===== config.mk =====
export PLATFORM = sky130hd
export DESIGN_NAME = edge_detect_flat
export DESIGN_NICKNAME = d
export VERILOG_FILES = /design/src/rtl/edge_detect_if.sv /design/src/rtl/edge_detect.sv /design/src/flat_wrapper.sv
export SDC_FILE = /design/constraint.sdc
export NUM_CORES = 1
export LEC_CHECK = 0
export ABC_AREA = 1
export BUFFER_PORTS_ARGS = -buffer_cell sky130_fd_sc_hd__clkbuf_2
export CORE_MARGIN = 2
export CORE_UTILIZATION = 45
export CTS_CLUSTER_DIAMETER = 80
export DETAILED_ROUTE_END_ITERATION = 7
export HOLD_SLACK_MARGIN = 0.05
export PLACE_DENSITY = 0.64
export SLEW_MARGIN = 40
export SYNTH_ARGS = -nofsm -noshare
export SYNTH_HDL_FRONTEND = slang
export SYNTH_SLANG_ARGS = --single-unit

===== constraint.sdc =====
create_clock -name clk -period 9.8 [get_ports clk]
set_input_delay 0.98 -clock clk [delete_from_list [all_inputs] [get_ports clk]]
set_output_delay 0.98 -clock clk [all_outputs]
set_load 0.01 [all_outputs]

===== src/rtl/edge_detect_if.sv =====
// edge_detect_if: grid/strobe input and edge-result outputs of the Sobel stage.
// EDGE_MAG_OUT_EN adds the saturated magnitude output edge_mag.
interface edge_detect_if
`ifdef EDGE_MAG_OUT_EN
  #(parameter int MAG_WIDTH = 8)
`endif
;
  logic [71:0] iGrid;
  logic        edgedetect_enable;
  logic        busy;
  logic        edge_valid;
  logic        edge_out;
  logic        overrun;
`ifdef EDGE_MAG_OUT_EN
  logic [MAG_WIDTH-1:0] edge_mag;
`endif
  modport master (
    output iGrid, edgedetect_enable,
    input  busy, edge_valid, edge_out, overrun
`ifdef EDGE_MAG_OUT_EN
    , input edge_mag
`endif
  );
  modport slave (
    input  iGrid, edgedetect_enable,
    output busy, edge_valid, edge_out, overrun
`ifdef EDGE_MAG_OUT_EN
    , output edge_mag
`endif
  );
endinterface


===== src/rtl/edge_detect.sv =====
// edge_detect: 4-cycle Sobel |Gx|+|Gy| threshold on a 3x3 grid (IDLE/SOBEL/SUM/OUT).
// EDGE_MAG_OUT_EN adds a registered saturated magnitude output.
module edge_detect #(
  parameter logic [10:0] THRESH = 11'd128
`ifdef EDGE_MAG_OUT_EN
  , parameter int MAG_WIDTH = 8
`endif
) (
  input logic         clk,
  input logic         rst,
  edge_detect_if.slave bus
);
  typedef enum logic [1:0] {IDLE, SOBEL, SUM, OUT} state_e;
  state_e      state_q, state_d;
  logic [71:0] grid_q;
  logic [7:0]  p [9];
  logic [10:0] gx_d, gy_d, gx_q, gy_q, ax, ay, sum_d, sum_q;
  logic        edge_q, valid_q, ovr_q;
  function automatic logic [10:0] w(input logic [7:0] v);
    return {3'b000, v};
  endfunction
  for (genvar g = 0; g < 9; g++) begin : g_px
    assign p[g] = grid_q[71-8*g -: 8];
  end
  // 11-bit wraparound is exact: true results lie in -1020..+1020
  always_comb begin
    state_d = (state_q == IDLE) ? (bus.edgedetect_enable ? SOBEL : IDLE) : state_e'(state_q + 2'd1);
    gx_d    = (w(p[2]) + (w(p[5]) << 1) + w(p[8])) - (w(p[0]) + (w(p[3]) << 1) + w(p[6]));
    gy_d    = (w(p[6]) + (w(p[7]) << 1) + w(p[8])) - (w(p[0]) + (w(p[1]) << 1) + w(p[2]));
    ax      = gx_q[10] ? -gx_q : gx_q;
    ay      = gy_q[10] ? -gy_q : gy_q;
    sum_d   = ax + ay;
  end
  always_ff @(posedge clk) begin
    if (rst) begin
      state_q <= IDLE;
      grid_q  <= '0;
      gx_q    <= '0;
      gy_q    <= '0;
      sum_q   <= '0;
      edge_q  <= 1'b0;
      valid_q <= 1'b0;
      ovr_q   <= 1'b0;
    end else begin
      state_q <= state_d;
      if (state_q == IDLE && bus.edgedetect_enable) grid_q <= bus.iGrid;
      if (state_q == SOBEL) begin
        gx_q <= gx_d;
        gy_q <= gy_d;
      end
      if (state_q == SUM) sum_q <= sum_d;
      if (state_q == OUT) edge_q <= sum_q >= THRESH;
      valid_q <= state_q == OUT;
      if (state_q != IDLE && bus.edgedetect_enable) ovr_q <= 1'b1;
    end
  end
  assign bus.busy       = state_q != IDLE;
  assign bus.edge_valid = valid_q;
  assign bus.edge_out   = edge_q;
  assign bus.overrun    = ovr_q;
`ifdef EDGE_MAG_OUT_EN
  localparam logic [10:0] MAG_MAX = 11'((1 << MAG_WIDTH) - 1);
  logic [MAG_WIDTH-1:0] mag_q;
  always_ff @(posedge clk) begin
    if (rst) mag_q <= '0;
    else if (state_q == OUT) mag_q <= (sum_q > MAG_MAX) ? '1 : sum_q[MAG_WIDTH-1:0];
  end
  assign bus.edge_mag = mag_q;
`endif
endmodule


===== src/flat_wrapper.sv =====
// flat-port wrapper written by rule: the top's interface ports become plain ports
module edge_detect_flat 
#(
  parameter logic [10:0] THRESH = 11'd128

)
  (clk, rst, bus_iGrid, bus_edgedetect_enable, bus_busy, bus_edge_valid, bus_edge_out, bus_overrun);
  edge_detect_if bus_i ();
  input logic clk;
  input logic rst;
  input wire logic [$bits(bus_i.iGrid)-1:0] bus_iGrid;
  input wire logic [$bits(bus_i.edgedetect_enable)-1:0] bus_edgedetect_enable;
  output wire logic [$bits(bus_i.busy)-1:0] bus_busy;
  output wire logic [$bits(bus_i.edge_valid)-1:0] bus_edge_valid;
  output wire logic [$bits(bus_i.edge_out)-1:0] bus_edge_out;
  output wire logic [$bits(bus_i.overrun)-1:0] bus_overrun;
  assign bus_i.iGrid = bus_iGrid;
  assign bus_i.edgedetect_enable = bus_edgedetect_enable;
  assign bus_busy = bus_i.busy;
  assign bus_edge_valid = bus_i.edge_valid;
  assign bus_edge_out = bus_i.edge_out;
  assign bus_overrun = bus_i.overrun;
  edge_detect #(.THRESH(THRESH)) u_core (.clk(clk), .rst(rst), .bus(bus_i));
endmodule

* Word-level counts from Yosys, hierarchy flattened
Cells that the tools add are included.
** Storage, ports and cells
- RAM bits :: 0
- Output and inout port bits :: 4
- Register bits :: 110
- Bits in read-only memories :: 0
- Latch bits :: 0
- Memories kept :: 0
** Operators by class
- Multiplexer cells :: 4
- Eq/ne operators :: 3
- $mul :: 0
- Reduce and logical (&&, ||, !) cells :: 4
- Magnitude comparators :: 1
- Div/mod/pow operators :: 0
- Add/subtract/negate cells :: 14
- Shift operators :: 0
- Bitwise logic cells :: 0
** Operator list (count)
- adder 11 x 8 -> 11 bit :: 4
- adder 8 x 9 -> 10 bit :: 4
- two-way mux 11 bit :: 2
- negator 11 bit :: 2
- subtractor 11 bit :: 2
- adder 11 bit :: 1
- greater-or-equal comparator 11 x 8 -> 1 bit, second input constant :: 1
- equality test 2 bit, second input constant :: 2
- adder 2 x 1 -> 2 bit, second input constant :: 1
- equality test 2 x 1 -> 1 bit, second input constant :: 1
- logical AND 1 bit :: 2
- zero test 2 bit :: 1
- two-way mux 2 bit :: 1
- nonzero test 2 bit :: 1
- two-way mux 1 bit :: 1

* Longest topological paths before layout
- Depth in word-level cells :: 3
- Gate-level depth with buffers :: 22

* Worst setup path before layout
Ideal clock, no wire load.
- Path type :: register to register
- From :: reg u_core.grid_q[56]
- To :: reg u_core.gy_q[10]
- Data required time :: 9.691 ns
- Arrival time :: 3.420 ns
- Path slack :: 6.270 ns
- Stages on the path, launching flop included :: 21
- Cell sequence :: dfxtp_1 -> ha_1 -> fa_1 -> nand3_1 -> nand3_1 -> nand2_1 -> nand2_1 -> a21oi_1 -> xor2_1 -> fa_1 -> inv_1 -> fa_1 -> ha_1 -> inv_1 -> o21ai_0 -> a21oi_1 -> nand3_1 -> nand2_1 -> nand3_1 -> nand2_1 -> inv_1
** On the way
- Word-level cells in the longest chain between the ends :: 3
** Ends and longest elaborated chain
- from (decl) :: line edge_detect.sv:15 : logic [71:0] grid_q;
- from (signal assigned) :: line edge_detect.sv:46 : if (state_q == IDLE && bus.edgedetect_enable) grid_q <= bus.iGrid;
- adder 8 x 9 -> 10 bit :: line edge_detect.sv:29 : gy_d = (w(p[6]) + (w(p[7]) << 1) + w(p[8])) - (w(p[0]) + (w(p[1]) << 1) + w(p[2]));
- adder 11 x 8 -> 11 bit :: line edge_detect.sv:29
- subtractor 11 bit :: line edge_detect.sv:29
- to (signal assigned) :: line edge_detect.sv:49 : gy_q <= gy_d;
- to (decl) :: line edge_detect.sv:17 : logic [10:0] gx_d, gy_d, gx_q, gy_q, ax, ay, sum_d, sum_q;
No other way between the ends.
A chain may end at the register's enable or synchronous reset.

* Worst setup path in the final report
- From :: reg u_core.grid_q[65]
- To :: reg u_core.gy_q[10]
Same word-level chain as after synthesis.

==> summary.md <==
| Metric | Value |
|---|---|
| Outcome | `finished clean` |
| IO buf count | `70` |
| Hold path endpoint | `u_core.bus.overrun` |
| RSZ-0062 raised after global routing | `false` |
| Worst skew pair latency | `0.36 ns` |
| Ys async rst share | `0%` |
| Worst R2R End | `u_core.gy_q[10]` |
| Fin nets | `1275` |
| Fmax achieved | `about 260 MHz` |
| Most frequent cells in the layout | `inv_1 (174), nor2_1 (166), nand2_1 (151)` |
| Startpoint Class | `register` |
| Hpwl dp | `approximately 13 mm` |
| Die Height | `between 100 and 150 um` |
| Total inserted antenna cells | `0` |
| # setup viols final | `0` |
| Inst Count DP | `1296` |
| Synth warn | `0` |
| Total global routing track utilization | `a little under a fifth` |
| Dpl ws | `5.90 ns` |
| Post-synth EDFFs | `0` |
| R2R depth | `20` |
| Fin. Hold Viols | `0` |
| H-Tree Depth | `3` |
| Syn Nets | `1222` |
| Worst-path fanout max | `3` |
| Syn Area/Cell | `a little over 7 sq um` |
| Wire per inst | `12.2 um` |
| Post-synth cell types | `28` |
| Pre-Repair DR Iteration Count | `5` |
| Slew @ Worst Pin | `between 0.7 and 0.8 ns` |
| Total wire length | `16.0 mm` |
| CTS Hold Bufs | `0` |
| GR Overflow Total | `0` |
| Worst flop-to-flop path startpoint | `u_core.grid_q[65]` |
| Finished Layout Cells | `around 1300` |
| Slew headroom | `about half` |
| Initial antenna violation count | `0` |
| Largest net degree at the start of global routing | `86` |
| Initial core utilization | `between 40% and 50%` |
| P&R area growth vs syn | `11.3%` |
| Layout cells sized above 1 | `about 8.9%` |
| CTS tree | `done` |
| Slew Limit Fails | `0` |
| Final setup margin | `around 5.9 ns` |
| Min-delay src | `u_core.bus.overrun` |
| Vias post-DR | `between 6000 and 7000` |
| CTS max path bufs | `2` |
| Root Buffer | `clkbuf_16` |
| Die X | `132 um` |
| Post-synthesis sequential area ratio | `roughly a quarter` |
| CTS Buf Count | `9` |
| R2R Setup Slk | `between 5 and 6 ns` |
| CP endpoint kind | `register` |
| Hold Crit Class | `reg2reg` |
| Number of global-route vias before repair | `~5900` |
| Clk_skew | `between 0.005 and 0.006 ns` |
| Post-CTS setup buffers | `0` |
| Commonest non-fill, non-tap cell in the layout | `inv_1` |
| Dominant synthesized flop cell | `dfxtp_1` |
| Clock period minus worst slack | `3.92 ns` |
| Die area | `roughly 0.017 sq mm` |
| Max VDD drop | `121 uV` |
| Final instance area | `0.00814 sq mm` |
| Pleak | `about 0.0043 uW` |
| Core area | `roughly 0.016 sq mm` |
| MaxCap Viol Count | `0` |
| Syn Std Cell Area | `0.00732 sq mm` |
| Fin crit share | `between 30 and 40%` |
| Power Density | `310 mW/mm^2` |
| Post-synthesis cell count | `slightly above 1000` |
| Antenna Violating Nets Remaining | `0` |
| Setup TNS | `0 ns` |
| WHS Path Cells | `2` |
| # resized after CTS | `0` |
| Clock Sinks | `between 90 and 100` |
| Top-Level Pins | `79` |
| Synthesized flop and latch total | `95` |
| First-pass GRT wire length | `approximately 27 mm` |
| Critical Path Source | `u_core.grid_q[65]` |
| WS Path Type | `reg2reg` |
| CTS clk-pin slew, worst paths | `0.07 ns` |
| Post-DP Area | `between 0.007 and 0.008 sq mm` |
| Vias per cell | `approximately 4.7` |
| Remaining DRCs | `0` |
| Crit path arrival time | `between 4 and 5 ns` |
| CP required | `about 10 ns` |
| Row count | `46` |
| Routability cong. | `around 0.89` |
| DRT iter0 DRCs | `around 240` |
[layout make-up]
class,instances,area (sq um)
Fill cell,1653,7740
Multi-Input combinational cell,731,4610
Sequential cell,95,1900
Inverter,182,686
Timing Repair Buffer,72,365
Tap cell,216,270
Clock buffer,11,243
Clock inverter,5,65.1
[kinds of logic after synthesis]
logic type                 Yosys count  share of synthesized area [%]
AOI/OAI and AO/OA                  184                           13.1
xor gates and xnor gates            50                           5.98
adders and majority gates          109                           22.4
buffers and inverters              212                           11.0
DFF                                 95                           26.0
and+or+nand+nor                    388                           21.5
[how the worst max path moves through the flow]
stage	slack, ns	cells past startpoint	to
5_1_grt	5.61	20	u_core.gy_q[10]
3_3_place_gp	5.91	20	u_core.gy_q[10]
6_report	5.88	20	u_core.gy_q[10]
2_1_floorplan	6.27	20	u_core.gy_q[10]
4_1_cts	5.85	20	u_core.gy_q[10]
3_5_place_dp	5.90	20	u_core.gy_q[10]
[cell usage after synthesis, types with 9 or more instances]
cell      instances  area share (%)
nand2_1         152             7.8
nand3_1          49             3.4
xnor2_1          13             1.6
o21ai_1          12            0.82
ha_1             72              12
nor2_1          166             8.5
clkbuf_1         21             1.1
nand4_1           9            0.77
dfxtp_1          95              26
xor2_1           37             4.4
fa_1             37              10
o21ai_0          78             5.3
inv_1           174             8.9
a21oi_1          77             5.3
[stage by stage]
step / hold slack, ns / total power [uW] / util [%]
3_5_place_dp: 0.465 / 2150 / 49.3
3_3_place_gp: 0.459 / 2130 / 49.3
6_report: 0.475 / 2520 / 51.3
2_1_floorplan: 0.447 / 1830 / -
4_1_cts: 0.482 / 2550 / 51.3
5_1_grt: 0.505 / 2840 / 51.3
[flip-flops by register name, summed over array words and instances (netlist names)]
name	cells
u_core.sum_q	4
u_core.grid_q	64
u_core.bus.edge_valid	1
u_core.gy_q	11
u_core.bus.edge_out	1
u_core.gx_q	11
u_core.state_q	2
u_core.bus.overrun	1
[critical path, cell delays in order, from the launching register on]
cell	delay [ns]
dfxtp_1	0.34
ha_1	0.22
fa_1	0.41
nand3_1	0.10
nand3_1	0.11
nand2_1	0.08
nand2_1	0.05
a21oi_1	0.19
xor2_1	0.26
fa_1	0.45
inv_1	0.08
fa_1	0.43
ha_1	0.35
inv_1	0.11
o21ai_0	0.13
a21oi_1	0.20
nand3_1	0.09
nand2_1	0.06
nand3_1	0.06
nand2_1	0.06
inv_1	0.04
[metal layers]
layer | GRT usage, % | wire length (um) | vias to the layer above | share of wire, %
li1 | - | - | 3381 | -
met1 | 24.3 | 7560 | 2704 | 47
met2 | 32.5 | 7360 | 97 | 46
met3 | 3.13 | 592 | 22 | 3.7
met4 | 7.79 | 477 | 0 | 3.0
met5 | 0 | 0 | - | 0
[report_power, final]
part,switching (uW),internal [uW],total (uW)
registers,63.5,454,518
clock network,164,207,371
logic,1010,627,1640
total,1240,1290,2520
(Power assumes the default switching activity.)
